===== config.mk =====
export PLATFORM = sky130hd
export DESIGN_NAME = ahb_arbiter
export DESIGN_NICKNAME = d
export VERILOG_FILES = /design/src/rtl/ahb_arbiter.sv
export SDC_FILE = /design/constraint.sdc
export NUM_CORES = 1
export LEC_CHECK = 0
export CAP_MARGIN = 20
export CELL_PAD_IN_SITES_DETAIL_PLACEMENT = 1
export CELL_PAD_IN_SITES_GLOBAL_PLACEMENT = 1
export CORE_MARGIN = 2
export CORE_UTILIZATION = 47
export CTS_BUF_LIST = sky130_fd_sc_hd__clkbuf_4 sky130_fd_sc_hd__clkbuf_8
export CTS_CLUSTER_SIZE = 14
export DETAILED_ROUTE_END_ITERATION = 10
export DONT_BUFFER_PORTS = 1
export PLACE_DENSITY_LB_ADDON = 0.1
export SLEW_MARGIN = 20
export SYNTH_ARGS = -nofsm -noshare
export SYNTH_HDL_FRONTEND = slang
export SYNTH_SLANG_ARGS = --single-unit

===== constraint.sdc =====
create_clock -name ahb_clk_in -period 2.2 [get_ports ahb_clk_in]
set_input_delay 0.44 -clock ahb_clk_in [delete_from_list [all_inputs] [get_ports ahb_clk_in]]
set_output_delay 0.44 -clock ahb_clk_in [all_outputs]
set_load 0.005 [all_outputs]

===== src/rtl/ahb_arbiter.sv =====
// ---------------------------------------------------------------------------
// ahb_arbiter
//   Round-robin arbiter sharing one AHB address/data bus between NUM_MASTERS
//   masters. It issues a one-hot grant and tracks the address-phase owner
//   (HMASTER) and the data-phase owner, which drives the write-data mux.
//   Fixed-length bursts and locked sequences are never broken. Handover is
//   judged from the shared HTRANS/HBURST/HREADY/HRESP.
//
// Ports
//   ahb_clk_in       in   1    bus clock, rising edge
//   ahb_rstn_in      in   1    asynchronous active-low reset
//   req_in           in   N    per-master bus request (HBUSREQ)
//   lock_in          in   N    per-master lock request (HLOCK)
//   ahb_trans_in     in   2    shared HTRANS (IDLE/BUSY/NONSEQ/SEQ)
//   ahb_burst_in     in   3    shared HBURST
//   ahb_ready_in     in   1    shared HREADY
//   ahb_resp_in      in   1    shared HRESP, 1 = ERROR
//   grant_out        out  N    one-hot grant (HGRANT)
//   master_out       out  MW   address-phase owner (HMASTER)
//   master_data_out  out  MW   data-phase owner
//   mastlock_out     out  1    current address phase is locked (HMASTLOCK)
// ---------------------------------------------------------------------------
module ahb_arbiter #(
  parameter int NUM_MASTERS = 4,
  parameter int MW          = $clog2(NUM_MASTERS)
) (
  input  logic                   ahb_clk_in,
  input  logic                   ahb_rstn_in,
  input  logic [NUM_MASTERS-1:0] req_in,
  input  logic [NUM_MASTERS-1:0] lock_in,
  input  logic [1:0]             ahb_trans_in,
  input  logic [2:0]             ahb_burst_in,
  input  logic                   ahb_ready_in,
  input  logic                   ahb_resp_in,
  output logic [NUM_MASTERS-1:0] grant_out,
  output logic [MW-1:0]          master_out,
  output logic [MW-1:0]          master_data_out,
  output logic                   mastlock_out
);

  typedef enum logic [1:0] {
    ST_OPEN   = 2'd0,   // handover allowed
    ST_BURST  = 2'd1,   // fixed-length burst in progress
    ST_LOCKED = 2'd2    // locked sequence in progress
  } state_t;

  localparam logic [1:0] TR_IDLE   = 2'd0;
  localparam logic [1:0] TR_BUSY   = 2'd1;
  localparam logic [1:0] TR_NONSEQ = 2'd2;
  localparam logic [1:0] TR_SEQ    = 2'd3;

  state_t                 state, state_nxt;
  logic [3:0]             beat_cnt, cnt_nxt;
  logic [3:0]             burst_load;
  logic                   owner_lock;
  logic [MW-1:0]          cand;
  logic [MW-1:0]          arb_idx;
  logic                   arb_found;
  logic [NUM_MASTERS-1:0] arb_grant;
  logic [MW-1:0]          grant_idx;
  logic                   mastlock_nxt;

  // Remaining beats after the NONSEQ of a fixed-length burst.
  always_comb begin
    // NOTE: every signal written in a combinational block gets a default
    // first, so no path leaves it unassigned and no latch is inferred.
    burst_load = 4'd0;
    case (ahb_burst_in)
      3'd2, 3'd3: burst_load = 4'd3;
      3'd4, 3'd5: burst_load = 4'd7;
      3'd6, 3'd7: burst_load = 4'd15;
      default:    burst_load = 4'd0;   // SINGLE and INCR never block handover
    endcase
  end

  assign owner_lock = lock_in[master_out];

  // Next state and beat counter.
  always_comb begin
    state_nxt = state;
    cnt_nxt   = beat_cnt;
    if (ahb_resp_in && !ahb_ready_in) begin
      // First ERROR cycle aborts any burst or lock so the second cycle
      // can hand the bus over.
      state_nxt = ST_OPEN;
      cnt_nxt   = 4'd0;
    end else if (ahb_ready_in) begin
      case (ahb_trans_in)
        TR_NONSEQ: begin
          cnt_nxt = burst_load;
          if (state == ST_OPEN) begin
            if (owner_lock)              state_nxt = ST_LOCKED;
            else if (burst_load != 4'd0) state_nxt = ST_BURST;
          end
        end
        TR_SEQ: begin
          cnt_nxt = (beat_cnt == 4'd0) ? 4'd0 : beat_cnt - 4'd1;
          if (state == ST_BURST && cnt_nxt == 4'd0) state_nxt = ST_OPEN;
        end
        TR_IDLE: begin
          if (state == ST_LOCKED && !owner_lock) state_nxt = ST_OPEN;
        end
        TR_BUSY: ;   // BUSY holds the counter and state
        default: ;
      endcase
    end
  end

  // Round-robin search starting just after the address-phase owner.
  always_comb begin
    cand      = '0;
    arb_idx   = '0;
    arb_found = 1'b0;
    for (int i = 1; i <= NUM_MASTERS; i++) begin
      cand = MW'((int'(master_out) + i) % NUM_MASTERS);
      if (!arb_found && req_in[cand]) begin
        arb_found = 1'b1;
        arb_idx   = cand;
      end
    end
    arb_grant = '0;
    // No requester: park the bus on the default master 0.
    arb_grant[arb_found ? arb_idx : '0] = 1'b1;
  end

  // Encode the current one-hot grant into the next owner index.
  always_comb begin
    grant_idx = '0;
    for (int i = 0; i < NUM_MASTERS; i++)
      if (grant_out[i]) grant_idx = MW'(i);
  end

  // The incoming owner's lock is forwarded unless a plain fixed burst is in
  // progress; a handover edge counts as entering a lock for that owner.
  assign mastlock_nxt = lock_in[grant_idx] && (state_nxt != ST_BURST);

  always_ff @(posedge ahb_clk_in or negedge ahb_rstn_in) begin
    if (!ahb_rstn_in) begin
      state    <= ST_OPEN;
      beat_cnt <= 4'd0;
    end else begin
      // NOTE: sequential state uses non-blocking assignments so every
      // register samples pre-edge values regardless of statement order.
      state    <= state_nxt;
      beat_cnt <= cnt_nxt;
    end
  end

  // Grant and ownership pipeline advance only on accepted cycles.
  always_ff @(posedge ahb_clk_in or negedge ahb_rstn_in) begin
    if (!ahb_rstn_in) begin
      grant_out       <= NUM_MASTERS'(1);
      master_out      <= '0;
      master_data_out <= '0;
      mastlock_out    <= 1'b0;
    end else if (ahb_ready_in) begin
      master_data_out <= master_out;
      master_out      <= grant_idx;
      mastlock_out    <= mastlock_nxt;
      if (state_nxt == ST_OPEN) grant_out <= arb_grant;
    end
  end

endmodule


# Word-level counts from Yosys, hierarchy flattened

Index checks and enable logic that the tools add are counted.

Output and inout port bits: 9
Register bits: 15
Bits of input ports: 17
Logic and storage cells: 95

Reduce and logical (&&, ||, !) cells: 26
Add/sub/neg operators: 5
Multiplexer cells: 39
Order comparisons: 8
Eq/ne operators: 11

Operator list:

| kind                                                | number |
|---|---|
| 2-to-1 mux 2 bit                                    | 14 |
| < comparator 2 x 3 -> 1 bit (second input constant) | 7 |
| binary-select mux 1 bit (select 2 bit)              | 6 |
| == test 3 bit (second input constant)               | 4 |
| 2-to-1 mux 1 bit                                    | 12 |
| 2-to-1 mux 4 bit                                    | 3 |
| one-hot mux 4 bit (3 select lines)                  | 1 |
| logical AND 1 bit                                   | 8 |
| zero test 4 bit                                     | 2 |
| one-hot mux 4 bit (2 select lines)                  | 1 |
| == test 2 bit (second input constant)               | 3 |
| == test 3 x 2 -> 1 bit (second input constant)      | 2 |
| zero test 2 bit                                     | 3 |
| one-hot mux 2 bit (3 select lines)                  | 1 |
| OR reduction 2 bit                                  | 3 |
| zero test 1 bit                                     | 5 |
| adder 2 x 1 -> 2 bit (second input constant)        | 2 |
| adder 2 bit (second input constant)                 | 2 |
| AND reduction 2 bit                                 | 2 |
| nonzero test 4 bit                                  | 1 |
| subtractor 4 x 1 -> 4 bit (second input constant)   | 1 |
| nonzero test 3 bit                                  | 1 |
| demux 1 bit (select 2 bit)                          | 1 |
| == test 2 x 1 -> 1 bit (second input constant)      | 1 |
| other kinds (3)                                     | 3 |

# Depth between registers and ports, before layout

Gate-level depths: netlist of the first run.

Depth in word-level cells: 18
Depth in mapped cells: 6
Depth with buffers taken out: 5

# Worst setup path after synthesis of the first run

OpenSTA, ideal clock, no wires.

Path type: reg-to-reg
Start: register master_out[0]
End: register grant_out[1]
Library setup time: 0.125 ns
Path buffers: 0
Cell stages (with the launch flop): 6
Data required time: 2.075 ns
Arrival: 1.875 ns
Slack: 0.201 ns
Clock period less this slack: 1.999 ns
Cells stage by stage: dfrtp_1 -> mux4_2 -> o21ai_2 -> nand2_2 -> a2111oi_4 -> mux2_2

Cells in the longest elaborated chain, start to end: 18
Elaborated cells between the ends (all ways): 44
Classes of those cells: add/sub: 4; order compare: 2; mux: 27; reduce/logical: 11

RTL lines:

| element                                                                                           | RTL line | RTL |
|---|---|---|
| from (decl)                                                                                       | 36       | `output logic [MW-1:0] master_out,` |
| from (signal assigned)                                                                            | 158      | `master_out <= grant_idx;` |
| adder 2 x 1 -> 2 bit                                                                              | 115      | `cand = MW'((int'(master_out) + i) % NUM_MASTERS);` |
| binary-select mux 1 bit (select 2 bit)                                                            | 116      | `if (!arb_found && req_in[cand]) begin` |
| 2-to-1 mux 1 bit (not written as such)                                                            | 116      |  |
| 2-to-1 mux 1 bit                                                                                  | 116      |  |
| zero test 1 bit                                                                                   | 116      |  |
| logical AND 1 bit                                                                                 | 116      |  |
| 2-to-1 mux 1 bit                                                                                  | 116      |  |
| zero test 1 bit                                                                                   | 116      |  |
| [... 2 more ...]                                                                                  | n/a      |  |
| zero test 1 bit                                                                                   | 116      |  |
| logical AND 1 bit                                                                                 | 116      |  |
| 2-to-1 mux 2 bit or 2-to-1 mux 1 bit (tied branches)                                              | 116      |  |
| 2-to-1 mux 2 bit                                                                                  | 123      | `arb_grant[arb_found ? arb_idx : '0] = 1'b1;` |
| < comparator 2 x 3 -> 1 bit (not written as such) or >= comparator 2 x 1 -> 1 bit (tied branches) | 123      |  |
| logical AND 1 bit (not written as such)                                                           | 123      |  |
| 2-to-1 mux 1 bit                                                                                  | 123      |  |
| demux 1 bit (select 2 bit)                                                                        | 123      |  |
| to (signal assigned)                                                                              | 160      | `if (state_nxt == ST_OPEN) grant_out <= arb_grant;` |
| to (decl)                                                                                         | 35       | `output logic [NUM_MASTERS-1:0] grant_out,` |

Parallel ways exist; a longest one is shown, timed or not. The select of a mux whose other input is x is not followed.
A chain may end at the register's enable or synchronous reset.

# Worst setup path in the final report of the first run

Start: register master_out[0]
End: register mastlock_out

Cells in the longest elaborated chain, start to end: 10
Elaborated cells between the ends (all ways): 12
Classes of those cells: eq/ne: 1; mux: 8; reduce/logical: 3

RTL lines:

| element                                  | RTL line | RTL |
|---|---|---|
| binary-select mux 1 bit (select 2 bit) * | 76       | `assign owner_lock = lock_in[master_out];` |
| 2-to-1 mux 1 bit (not written as such) * | 76       |  |
| zero test 1 bit                          | 101      | `if (state == ST_LOCKED && !owner_lock) state_nxt = ST_OPEN;` |
| logical AND 1 bit                        | 101      |  |
| 2-to-1 mux 2 bit                         | 101      |  |
| one-hot mux 2 bit (3 select lines) *     | 88       | `case (ahb_trans_in)` |
| 2-to-1 mux 2 bit *                       | 87       | `end else if (ahb_ready_in) begin` |
| 2-to-1 mux 2 bit *                       | 82       | `if (ahb_resp_in && !ahb_ready_in) begin` |
| net state_nxt[0]                         | 52       | `state_t state, state_nxt;` |
| inequality test 2 x 1 -> 1 bit *         | 135      | `assign mastlock_nxt = lock_in[grant_idx] && (state_nxt != ST_BURST);` |
| logical AND 1 bit *                      | 135      |  |
| to (signal assigned)                     | 159      | `mastlock_out <= mastlock_nxt;` |
| to (decl)                                | 38       | `output logic mastlock_out` |

The timed path passes the listed nets; every way through them passes the cells marked *. The select of a mux whose other input is x is not followed.

==> impl_metrics.tcl, run 1 <==
set metrics [dict create \
    outcome "complete, no violations" \
    grt-ovfl-total 0 \
    antenna_cells 0 \
    hold_ws_ps 232 \
    hold_depth 1 \
    die_x_um 47.8 \
    syn_area_per_cell_sq_um 9.10 \
    p_leak_uw 0.000410 \
    portBuffers 0 \
    core_area_sq_um 1760 \
    ys_seq_elements 15 \
    die_area_sq_um 2280 \
    crit_slowest_cell "mux4_2" \
    hold_class "primary input to flip-flop" \
    crit_chain "mux4_2, nor4_2, a32o_1, nor2b_1, o32ai_1" \
    hold_violations 0 \
    met3_usage 0.0226 \
    grt_pass1_wl_mm 3.31 \
    final_cells 131 \
    min_period_ps 2020 \
    mostFrequentLayoutCells "dfrtp_1 (14), nor2_1 (12), nand2_1 (11)" \
    drc 0 \
    grt_pass1_vias 784 \
    ff2ff_path_depth 5 \
    clk_pin_slew_ps 100 \
    maxSlewHeadroom 0.566 \
    post_cts_resized 0 \
    fin_setup_tns_ps 0 \
    required_ps 2370 \
    layout_commonest_cell "dfrtp_1" \
    met1_usage 0.264 \
    setup_ws_ps 182 \
    min_from "ahb_ready_in" \
    die_y_um 47.8 \
    clock_skew_ps 9.74 \
    critPathKind "flip-flop to flip-flop" \
    place_ws_ps 164 \
    dp_cells 126 \
    finalSetupViolCount 0 \
    hpwl_mm 1.74 \
    cap_violations 0 \
    ys_seq_area_frac 0.418 \
    syn-instance-count 99 \
    fmax_mhz 496 \
    cts_buffers 3 \
    clk_latency_ps 280 \
    antenna_found_initial 0 \
    rsz0062_at_grt "false" \
    grt_busiest_layer "met2" \
    finalMaxSlewViolations 0 \
    ios 26 \
    vias 761 \
    nets 124 \
    gp_congestion 0.840 \
    rrSetupSlack_ps 180 \
    worst_r2r_startpoint "master_out[0]" \
    clock-sinks 15 \
    end_kind "flip-flop" \
    grt_max_degree 16 \
    grt_usage 0.215 \
    cp_max_fo 2 \
    r2r_end "mastlock_out" \
    yosysWarnings 0 \
    worstSetupStartpointType "flip-flop" \
    synth_nets 116 \
    postCtsSetupBuffers 0 \
    via_per_inst 5.81 \
    synth_area_sq_um 901 \
    worstMarginPinSlew_ps 649 \
    min_period_over_period 0.917 \
    rows 15 \
    postCtsHoldBufs 1 \
    drive_above_1_share 0.170 \
    post_drt_wl_per_cell_um 16.4 \
    syn2layout_area_growth_pct 10.4 \
    cts_tree "done" \
    worst_hold_path.endpoint "master_out[0]" \
    cts-root-buf "clkbuf_4" \
    cellPowerDensity_nw_per_um2 1070 \
    critPathArrivalTime_ps 2190 \
    clock_path_buffers 2 \
    start_util 0.511 \
    use_met2 0.389 \
    vdd_ir_drop_max_v 0.000673 \
    first_pass_iters 4 \
    postRouteAntennaNets 0 \
    drtIter0Drc 7 \
    htreeDepth 1 \
    synth_cell_types 31 \
    routed_wl_mm 2.15 \
    slowest_delay_ps 560 \
]
[routing by layer]
| metal | routed length, um | up-vias |
|---|---|---|
| li1 | - | 373 |
| met1 | 976 | 373 |
| met2 | 1100 | 13 |
| met3 | 68 | 2 |
| met4 | 6 | 0 |
| met5 | 0 | - |
[where the power goes]
part | internal, uW | switching (uW)
Combinational | 205 | 213
Sequential | 376 | 98.7
Clock | 82.7 | 88.7
Total | 664 | 400
[how the worst max path moves through the flow]
stage / startpoint / end / slack (ps) / cells past startpoint
after global routing: master_out[0] / grant_out[1] / 80 / 5
after detailed placement: lock_in[3] / grant_out[1] / 160 / 5
after CTS: master_out[0] / grant_out[1] / 170 / 5
after global placement: lock_in[3] / mastlock_out / 190 / 5
after floorplan: master_out[0] / grant_out[1] / 200 / 5
final: master_out[0] / mastlock_out / 180 / 5
[cell families after synthesis]
| logic type | after synthesis | synth area share |
|---|---|---|
| AOI/OAI and AO/OA | 26 | 0.207 |
| buffers and inverters | 7 | 0.0292 |
| DFF | 15 | 0.418 |
| muxes | 8 | 0.108 |
| and+or+nand+nor | 43 | 0.237 |
[metrics by stage]
stage               instance area [sq um]  total power (uW)   util
floorplan                             901               761      -
global placement                      955               871  0.541
detailed placement                    955               893  0.541
CTS                                   995              1070  0.564
global route                          995              1140  0.564
finish                                995              1060  0.564
[synth_stat cells]
master     count  share of area
o311a_1        1          0.011
clkbuf_1       2         0.0083
and3b_1        1         0.0097
a2111oi_4      1          0.031
dfstp_2        1          0.029
o311ai_0       1         0.0097
mux2i_1        3          0.033
o21ai_2        1         0.0097
mux2_2         4          0.050
nand2_2        1         0.0069
o22ai_1        1         0.0069
nand2_1       11          0.046
nor3_1         4          0.022
nand2b_1       3          0.021
o32ai_1        1         0.0097
nor3b_1        2          0.017
dfrtp_1       14           0.39
nor4_2         1          0.014
a211oi_1       1         0.0083
nor2b_1        4          0.028
nand3_1        3          0.017
and2_1         1         0.0069
o21ai_0       10          0.056
a32o_1         1          0.011
o31ai_1        1         0.0083
inv_1          5          0.021
nor2_1        12          0.050
a21o_1         1         0.0083
mux4_2         1          0.025
a21oi_1        3          0.017
a31oi_1        3          0.021
[worst max-delay path, delay by kind of cell (launching register included)]
kind | cells | cell delay [ps]
flops | 1 | 390
simple gates | 2 | 630
mux | 1 | 560
compound gates | 2 | 330
[flip-flops by register name, summed over array words and instances, names as in the netlist]
signal and flops:
beat_cnt 4, grant_out 4, master_data_out 2, master_out 2, mastlock_out 1, state 2
[area by class of cell]
| cell class | instances | area, sq um |
|---|---|---|
| fill | 227 | 769 |
| clock buffer | 4 | 30.0 |
| inverter | 5 | 18.8 |
| timing repair buffer | 5 | 40.0 |
| multi-input combinational | 77 | 498 |
| sequential | 15 | 377 |
| tap | 25 | 31.3 |
(Power assumes the default switching activity.)
==> inputs of run 2 (changes only) <==
CORE_MARGIN = not set   (was 2)
==> run 2 against run 1 <==
  * Final cell count did not move
  * Non-clock buffer count stayed put
  * Sequential power barely moved
  * Clock power fell by 4%
  * Combinational power barely moved
  * Clock-buffer cell count shrank 1
  * Power shrank 0.61%
  * Register-to-register slack gained 20 ps
  * Critical path depth stayed put
  * Utilization is the same
  * Critical path type unchanged
  * Highest routed layer is now met3
==> impl_metrics.tcl, run 2 (synthesized netlist as in run 1, its figures left out) <==
set metrics [dict create \
    required_ps 2390 \
    end_kind "flip-flop" \
    ios 26 \
    cts-root-buf "clkbuf_4" \
    finalMaxSlewViolations 0 \
    antenna_cells 0 \
    outcome "complete, no violations" \
    post_drt_wl_per_cell_um 16.6 \
    min_from "ahb_ready_in" \
    clock-sinks 15 \
    hpwl_mm 1.65 \
    cp_max_fo 3 \
    hold_class "primary input to flip-flop" \
    rsz0062_at_grt "false" \
    cts_buffers 3 \
    cellPowerDensity_nw_per_um2 1060 \
    grt_usage 0.231 \
    post_cts_resized 0 \
    grt_pass1_wl_mm 3.42 \
    crit_start "master_out[0]" \
    die_area_sq_um 2100 \
    reg.largest.list "beat_cnt: 4 flops, grant_out: 4 flops" \
    gp_congestion 0.823 \
    critPathKind "flip-flop to flip-flop" \
    nFillCells 218 \
    grt_max_degree 16 \
    maxSlewHeadroom 0.527 \
    die_y_um 45.8 \
    cts_tree "done" \
    nets 124 \
    vdd_ir_drop_max_v 0.000686 \
    grt-ovfl-total 0 \
    antenna_found_initial 0 \
    worstSetupStartpointType "flip-flop" \
    clock_skew_ps 8.83 \
    postRouteAntennaNets 0 \
    min_period_ps 1990 \
    hold_violations 0 \
    critPathArrivalTime_ps 2180 \
    die_x_um 45.8 \
    core_area_sq_um 1760 \
    worst_r2r_startpoint "master_out[0]" \
    rows 15 \
    mostFrequentLayoutCells "dfrtp_1 (14), nor2_1 (12), nand2_1 (11)" \
    worstMarginPinSlew_ps 707 \
    syn2layout_area_growth_pct 10.4 \
    cap_violations 0 \
    final_core_util 0.564 \
    htreeDepth 1 \
    via_per_inst 6.00 \
    drc 0 \
    clk_pin_slew_ps 100 \
    vias 786 \
    drive_above_1_share 0.170 \
    min_period_over_period 0.906 \
    grt_pass1_vias 789 \
    dp_cells 126 \
    final_cells 131 \
    finalSetupViolCount 0 \
    clk_latency_ps 290 \
    start_util 0.511 \
    hold_ws_ps 224 \
    layout_commonest_cell "dfrtp_1" \
    first_pass_iters 4 \
    fin_setup_tns_ps 0 \
    portBuffers 0 \
    fmax_mhz 501 \
    routed_wl_mm 2.18 \
    drtIter0Drc 7 \
    p_leak_uw 0.000406 \
    clock_path_buffers 2 \
]
## run 2: cell types whose count changed in the layout (fill, tap and decap cells not counted), sizes merged
| cell | delta |
|---|---|
| clkinvlp | +1 |
| clkbuf | -1 |
## run 2: critical path, cell delays in order (launching register included)
cell	delay, ps
dfrtp_1	390
mux4_2	570
o21ai_2	90
nand2_2	100
a2111oi_4	370
mux2_2	380
## run 2: through the flow
step | setup slack [ps] | total power (uW) | instance area [sq um]
after floorplan | 201 | 761 | 901
after global placement | 191 | 874 | 955
after detailed placement | 173 | 889 | 955
after CTS | 180 | 1060 | 995
after global routing | 103 | 1130 | 995
final | 206 | 1060 | 995
## run 2: routing by layer
layer,vias up,part of all wire,wire length (um),global-route usage
met5,-,0,0,0
met1,393,0.45,980,0.301
li1,374,-,-,-
met4,0,0,0,0.0529
met3,0,0.031,68,0.0357
met2,19,0.52,1130,0.403
## run 2: final cells by class
class,count,area [sq um],share of cell area
inverter,5,18.8,0.0189
timing repair buffer,5,40.0,0.0403
clock inverter,1,7.51,0.00755
clock buffer,3,22.5,0.0226
multi-input combinational,77,498,0.501
sequential,15,377,0.379
tap,25,31.3,0.0314
## run 2: final timing paths
kind                       depth (start not counted)            endpoint  slack, ps
max                                                5        grant_out[1]        210
min                                                1       master_out[0]        220
max reg2reg                                        5        grant_out[1]        210
min reg2reg                                        1  master_data_out[0]        550
max in group asynchronous                          1         beat_cnt[3]       1120
min in group asynchronous                          1  master_data_out[1]        630
## run 2: report_power, final
| group | total (uW) | leakage, uW | switching (uW) | internal, uW |
|---|---|---|---|---|
| logic | 415 | 0.000206 | 210 | 205 |
| clock network | 165 | 0.0000139 | 96.0 | 69.1 |
| registers | 477 | 0.000186 | 102 | 376 |
## run 2: what timing repair did
item,CTS,global route
hold buffers,1,0
hold endpoints to repair,15,0
buffers inserted,0,0
